===== config.mk =====
export PLATFORM = sky130hd
export DESIGN_NAME = serial_mag_compare_flat
export DESIGN_NICKNAME = d
export VERILOG_FILES = /design/src/rtl/serial_mag_compare_if.sv /design/src/rtl/serial_mag_compare.sv /design/src/flat_wrapper.sv
export SDC_FILE = /design/constraint.sdc
export NUM_CORES = 1
export LEC_CHECK = 0
export CAP_MARGIN = 20
export CORE_MARGIN = 2
export CORE_UTILIZATION = 35
export CTS_CLUSTER_DIAMETER = 80
export DETAILED_ROUTE_END_ITERATION = 8
export HOLD_SLACK_MARGIN = 0.06
export PLACE_DENSITY_LB_ADDON = 0.3
export REMOVE_ABC_BUFFERS = 1
export SLEW_MARGIN = 0
export SYNTH_ARGS = -nofsm -noshare
export SYNTH_HDL_FRONTEND = slang
export SYNTH_SLANG_ARGS = --single-unit
export TNS_END_PERCENT = 1

===== constraint.sdc =====
create_clock -name clk -period 3.93 [get_ports clk]
set_input_delay 0.786 -clock clk [delete_from_list [all_inputs] [get_ports clk]]
set_output_delay 0.786 -clock clk [all_outputs]
set_load 0.1 [all_outputs]

===== src/rtl/serial_mag_compare_if.sv =====
// ============================================================================
// Module      : serial_mag_compare_if
// Description : Request/result bundle for the serial magnitude comparator.
// Revision    : 1.0 - initial release
// ============================================================================
`default_nettype none

interface serial_mag_compare_if #(
  parameter int WIDTH = 16
);
  logic             start;
  logic [WIDTH-1:0] a;
  logic [WIDTH-1:0] b;
  logic             busy;
  logic             done;
  logic             a_lt_b;
  logic             a_eq_b;
  logic             a_gt_b;

  modport master (
    output start, a, b,
    input  busy, done, a_lt_b, a_eq_b, a_gt_b
  );

  modport slave (
    input  start, a, b,
    output busy, done, a_lt_b, a_eq_b, a_gt_b
  );
endinterface

`default_nettype wire


===== src/rtl/serial_mag_compare.sv =====
// ============================================================================
// Module      : serial_mag_compare
// Description : Unsigned WIDTH-bit magnitude compare, one 4-bit slice per clock.
// Revision    : 1.0 - initial release
// ============================================================================
`default_nettype none

module serial_mag_compare #(
  parameter int WIDTH = 16
) (
  input  wire logic             clk,
  input  wire logic             rst,
  serial_mag_compare_if.slave   bus
);

  localparam int NSLICE = WIDTH / 4;
  localparam int IDXW   = (NSLICE > 1) ? $clog2(NSLICE) : 1;

  typedef enum logic [1:0] {
    ST_IDLE = 2'd0,
    ST_RUN  = 2'd1,
    ST_DONE = 2'd2
  } state_t;

  state_t           state_q, state_d;
  logic [WIDTH-1:0] a_q, a_d;
  logic [WIDTH-1:0] b_q, b_d;
  logic [IDXW-1:0]  idx_q, idx_d;
  logic             lt_q, lt_d;
  logic             eq_q, eq_d;
  logic             gt_q, gt_d;
  logic             busy_q, busy_d;
  logic             done_q, done_d;

  logic [3:0] a_slice [NSLICE];
  logic [3:0] b_slice [NSLICE];
  logic [3:0] cur_a;
  logic [3:0] cur_b;

  for (genvar i = 0; i < NSLICE; i++) begin : g_slice
    assign a_slice[i] = a_q[4*i +: 4];
    assign b_slice[i] = b_q[4*i +: 4];
  end

  assign cur_a = a_slice[idx_q];
  assign cur_b = b_slice[idx_q];

  always_comb begin
    state_d = state_q;
    a_d     = a_q;
    b_d     = b_q;
    idx_d   = idx_q;
    lt_d    = lt_q;
    eq_d    = eq_q;
    gt_d    = gt_q;
    busy_d  = busy_q;
    done_d  = 1'b0;
    case (state_q)
      ST_IDLE: begin
        if (bus.start) begin
          a_d     = bus.a;
          b_d     = bus.b;
          lt_d    = 1'b0;
          eq_d    = 1'b1;
          gt_d    = 1'b0;
          idx_d   = '0;
          busy_d  = 1'b1;
          state_d = ST_RUN;
        end
      end
      ST_RUN: begin
        // An unequal slice overrides everything below it; equal slices keep the cascade.
        if (cur_a > cur_b) begin
          lt_d = 1'b0;
          eq_d = 1'b0;
          gt_d = 1'b1;
        end else if (cur_a < cur_b) begin
          lt_d = 1'b1;
          eq_d = 1'b0;
          gt_d = 1'b0;
        end
        idx_d = idx_q + IDXW'(1);
        if (idx_q == IDXW'(NSLICE - 1)) begin
          done_d  = 1'b1;
          state_d = ST_DONE;
        end
      end
      ST_DONE: begin
        busy_d  = 1'b0;
        state_d = ST_IDLE;
      end
      default: begin
        busy_d  = 1'b0;
        state_d = ST_IDLE;
      end
    endcase
  end

  always_ff @(posedge clk) begin
    if (rst) begin
      state_q <= ST_IDLE;
      a_q     <= '0;
      b_q     <= '0;
      idx_q   <= '0;
      lt_q    <= 1'b0;
      eq_q    <= 1'b0;
      gt_q    <= 1'b0;
      busy_q  <= 1'b0;
      done_q  <= 1'b0;
    end else begin
      state_q <= state_d;
      a_q     <= a_d;
      b_q     <= b_d;
      idx_q   <= idx_d;
      lt_q    <= lt_d;
      eq_q    <= eq_d;
      gt_q    <= gt_d;
      busy_q  <= busy_d;
      done_q  <= done_d;
    end
  end

  assign bus.busy   = busy_q;
  assign bus.done   = done_q;
  assign bus.a_lt_b = lt_q;
  assign bus.a_eq_b = eq_q;
  assign bus.a_gt_b = gt_q;

endmodule

`default_nettype wire


===== src/flat_wrapper.sv =====
// flat-port wrapper written by rule: the top's interface ports become plain ports
module serial_mag_compare_flat 
#(
  parameter int WIDTH = 16
)
  (clk, rst, bus_start, bus_a, bus_b, bus_busy, bus_done, bus_a_lt_b, bus_a_eq_b, bus_a_gt_b);
  serial_mag_compare_if #(.WIDTH(WIDTH)) bus_i ();
  input  wire logic clk;
  input  wire logic rst;
  input wire logic [$bits(bus_i.start)-1:0] bus_start;
  input wire logic [$bits(bus_i.a)-1:0] bus_a;
  input wire logic [$bits(bus_i.b)-1:0] bus_b;
  output wire logic [$bits(bus_i.busy)-1:0] bus_busy;
  output wire logic [$bits(bus_i.done)-1:0] bus_done;
  output wire logic [$bits(bus_i.a_lt_b)-1:0] bus_a_lt_b;
  output wire logic [$bits(bus_i.a_eq_b)-1:0] bus_a_eq_b;
  output wire logic [$bits(bus_i.a_gt_b)-1:0] bus_a_gt_b;
  assign bus_i.start = bus_start;
  assign bus_i.a = bus_a;
  assign bus_i.b = bus_b;
  assign bus_busy = bus_i.busy;
  assign bus_done = bus_i.done;
  assign bus_a_lt_b = bus_i.a_lt_b;
  assign bus_a_eq_b = bus_i.a_eq_b;
  assign bus_a_gt_b = bus_i.a_gt_b;
  serial_mag_compare #(.WIDTH(WIDTH)) u_core (.clk(clk), .rst(rst), .bus(bus_i));
endmodule

==> out/metrics.yaml <==
logic_synthesis:
  synth_edf_count: 0
  yosys.area.top_type: "dfxtp_1"
  synth_warnings: 0
  yosys-top-cells-count: "nand2_1, dfxtp_1, a21oi_1, buf_2, mux4_2"
  ys.flop_type: "dfxtp_1"
  synthCells: 203
  ys_types: 30
  yosysSeqAreaShare_pct: 46.4
  synth_top_cell_area_share_pct: 46.4
  async_reset_ff_share_pct: 0
  synth_seq_cells: 41
  synthTopCellsByArea: "dfxtp_1, nand2_1, mux4_2, a21oi_1, ha_1"
  postSynthAreaPerCell_um2: 8.72
  synthesis.area_mm2: 0.00177
  yosysMostFrequentCell: "nand2_1"
setup_path:
  r2r_slack_ps: 1440
  regToRegEndpoint: "u_core.bus.a_lt_b$_SDFFE_PP0P_"
  worstPathArrival_ps: 1810
  r2r_start: "u_core.idx_q[0]$_SDFFE_PP0P_"
  critPathMaxStageDelay_ps: 1140
  reg2reg_depth: 6
  path_cells: "clkdlybuf4s50_1"
  crit_type: "reg -> out"
  endpoint_kind: "primary output"
  crit_buf_inv: 1
  critPathMaxFanout: 3
  startpoint_type: "flip-flop"
  cp_top_family: "buffers and inverters"
  worstPathRequired_ps: 3140
  crit_slowest_cell: "clkdlybuf4s50_1"
floorplan:
  die_h_um: 75.1
  num_rows: 25
  ios: 40
  start_util_pct: 37.0
  dieArea_mm2: 0.00564
  die_w_um: 75.1
  core_mm2: 0.00479
sta:
  report.final.slew_viol_count: 0
  finalHoldViolCount: 0
  period_share_pct: 66.0
  finClkSkew_ps: 9.21
  worst_slack_ps: 1340
  rsz0062_at_grt: "false"
  slew_headroom_pct: 35.5
  setup_viol: 0
  worstMarginPinSlew_ps: 965
  fmax_ghz: 0.386
  period_needed_ps: 2590
  fin_tns_setup_ps: 0
  hold_slack_ps: 453
pwr:
  p_seq_share_pct: 51.3
  combPwrFrac_pct: 19.8
  power_density_mw_per_mm2: 391
  ir_drop_mv: 0.220
  switching_share_pct: 27.6
  cellLeakagePower_nw: 0.837
  p_sw_mw: 0.248
  p_total_mw: 0.898
  pwr-share-clk_pct: 28.8
  intPower_mw: 0.650
clock_network:
  max-clock-path-buffers: 2
  clk_pin_slew_ps: 80
  postCtsResizedCells: 0
  cts.sinks: 41
  cts_root_buf: "clkbuf_8"
  clk_latency_ps: 290
  numCtsBuffers: 5
  cts_hold_buf: 0
  htree_levels: 2
  cts_setup_buffers: 0
  cts_tree: "built"
placed_design:
  numPortBuffers: 39
  place_area_mm2: 0.00221
  dp.cells: 299
  dpl_worst_slack_ps: 1450
  post-dp-hpwl_um: 2500
  gp_congestion: 0.754
final_layout:
  final_cells: 307
  postLayoutCellArea_mm2: 0.00229
  diodes: 0
  fin_nets: 279
  layout-drive-gt1-share_pct: 7.92
  areaGrowthSynthToFinish_pct: 29.6
  final_core_util_pct: 47.9
global_routing:
  grt_pass1_vias: 1397
  grt_start_max_net_pins: 35
  grt.total_usage_pct: 14.2
  antenna_found_initial: 0
  grt_overflow_total: 0
  grt_pass1_wl_um: 6150
routing:
  drtIter0Drc: 73
  firstDrtPassIters: 4
  viasPerCell: 4.77
  num_vias: 1463
  drt_wl_total_um: 3530
  drt-wirelength-per-cell_um: 11.5
  drc_errors: 0
  ant_nets: 0
min_path:
  hold_end: "u_core.b_q[15]$_SDFFE_PP0P_"
  holdCritStartpoint: "u_core.b_q[15]$_SDFFE_PP0P_"
  hold_class: "reg -> reg"
  min_path_cells: 2
job:
  maxCapViolCount: 0
run_status:
  status: "finished, final reports clean"
## worst max path at each step
stage	slack, ps	startpoint	to	cells after the start
2_1_floorplan	1650	u_core.idx_q[0]$_SDFFE_PP0P_	u_core.bus.a_lt_b$_SDFFE_PP0P_	6
3_3_place_gp	1540	u_core.idx_q[0]$_SDFFE_PP0P_	u_core.bus.a_lt_b$_SDFFE_PP0P_	6
6_report	1340	u_core.bus.a_eq_b$_SDFFE_PP0P_	bus_a_eq_b	1
4_1_cts	1330	u_core.bus.a_eq_b$_SDFFE_PP0P_	bus_a_eq_b	1
5_1_grt	1280	u_core.bus.a_eq_b$_SDFFE_PP0P_	bus_a_eq_b	1
3_5_place_dp	1450	u_core.idx_q[0]$_SDFFE_PP0P_	u_core.bus.a_lt_b$_SDFFE_PP0P_	6
## state kept, by name, indices dropped and copies added (netlist names)
signal	cells
u_core.state_q	2
u_core.bus.a_gt_b	1
u_core.b_q	16
u_core.bus.done	1
u_core.idx_q	2
u_core.bus.a_eq_b	1
u_core.bus.a_lt_b	1
u_core.a_q	16
u_core.bus.busy	1
## final cells by class
type	instances	area, µm²
fill	484	2490
multi-input combinational	142	871
sequential	41	821
timing repair buffer	42	413
tap	67	83.8
clock buffer	8	80.1
inverter	7	26.3
## layer usage
metal | GRT usage [%] | part of all wire [%] | wire length (µm)
met5 | 0 | 0 | 0
met4 | 4.17 | 1.1 | 40
met3 | 4.02 | 4.4 | 155
met2 | 22.2 | 45 | 1590
met1 | 19.2 | 49 | 1740
## power by group through the flow
stage | clock network (mW) | logic (mW) | registers, mW
final | 0.259 | 0.178 | 0.461
after global routing | 0.282 | 0.199 | 0.465
after CTS | 0.267 | 0.180 | 0.461
after detailed placement | 0 | 0.179 | 0.471
after global placement | 0 | 0.176 | 0.471
after floorplan | 0 | 0.0816 | 0.494
## cell usage in the layout (no fill, tap or decap)
| cell type | instances |
|---|---|
| a21oi_1 | 33 |
| ha_1 | 5 |
| clkdlybuf4s50_1 | 39 |
| o31ai_1 | 1 |
| a22oi_1 | 1 |
| and4_1 | 1 |
| buf_4 | 3 |
| dfxtp_1 | 41 |
| o21bai_1 | 1 |
| or4_1 | 1 |
| inv_1 | 5 |
| o211a_1 | 1 |
| nand2_1 | 66 |
| o2111ai_1 | 3 |
| nand3_1 | 1 |
| clkinv_1 | 1 |
| a31oi_1 | 1 |
| and2b_2 | 1 |
| nor2b_1 | 2 |
| nor3b_4 | 1 |
| clkbuf_1 | 3 |
| clkbuf_8 | 5 |
| o21ai_0 | 2 |
| mux4_2 | 8 |
| a21o_1 | 1 |
| a311o_1 | 1 |
| nor3b_1 | 2 |
| a211oi_1 | 1 |
| nand3b_1 | 1 |
| nor2_1 | 5 |
| nand2b_1 | 2 |
| inv_2 | 1 |
## kinds of logic (layout without fill, tap and decap cells)
logic type	after synthesis	after routing	share of synthesized area, %
AOI/OAI and AO/OA	46	46	15.0
adders and majority gates	5	5	3.53
buffers and inverters	20	57	4.81
DFF	41	41	46.4
muxes	8	8	10.2
and+or+nand+nor	83	83	20.1
Note: power is estimated with default switching activity, not from simulation.
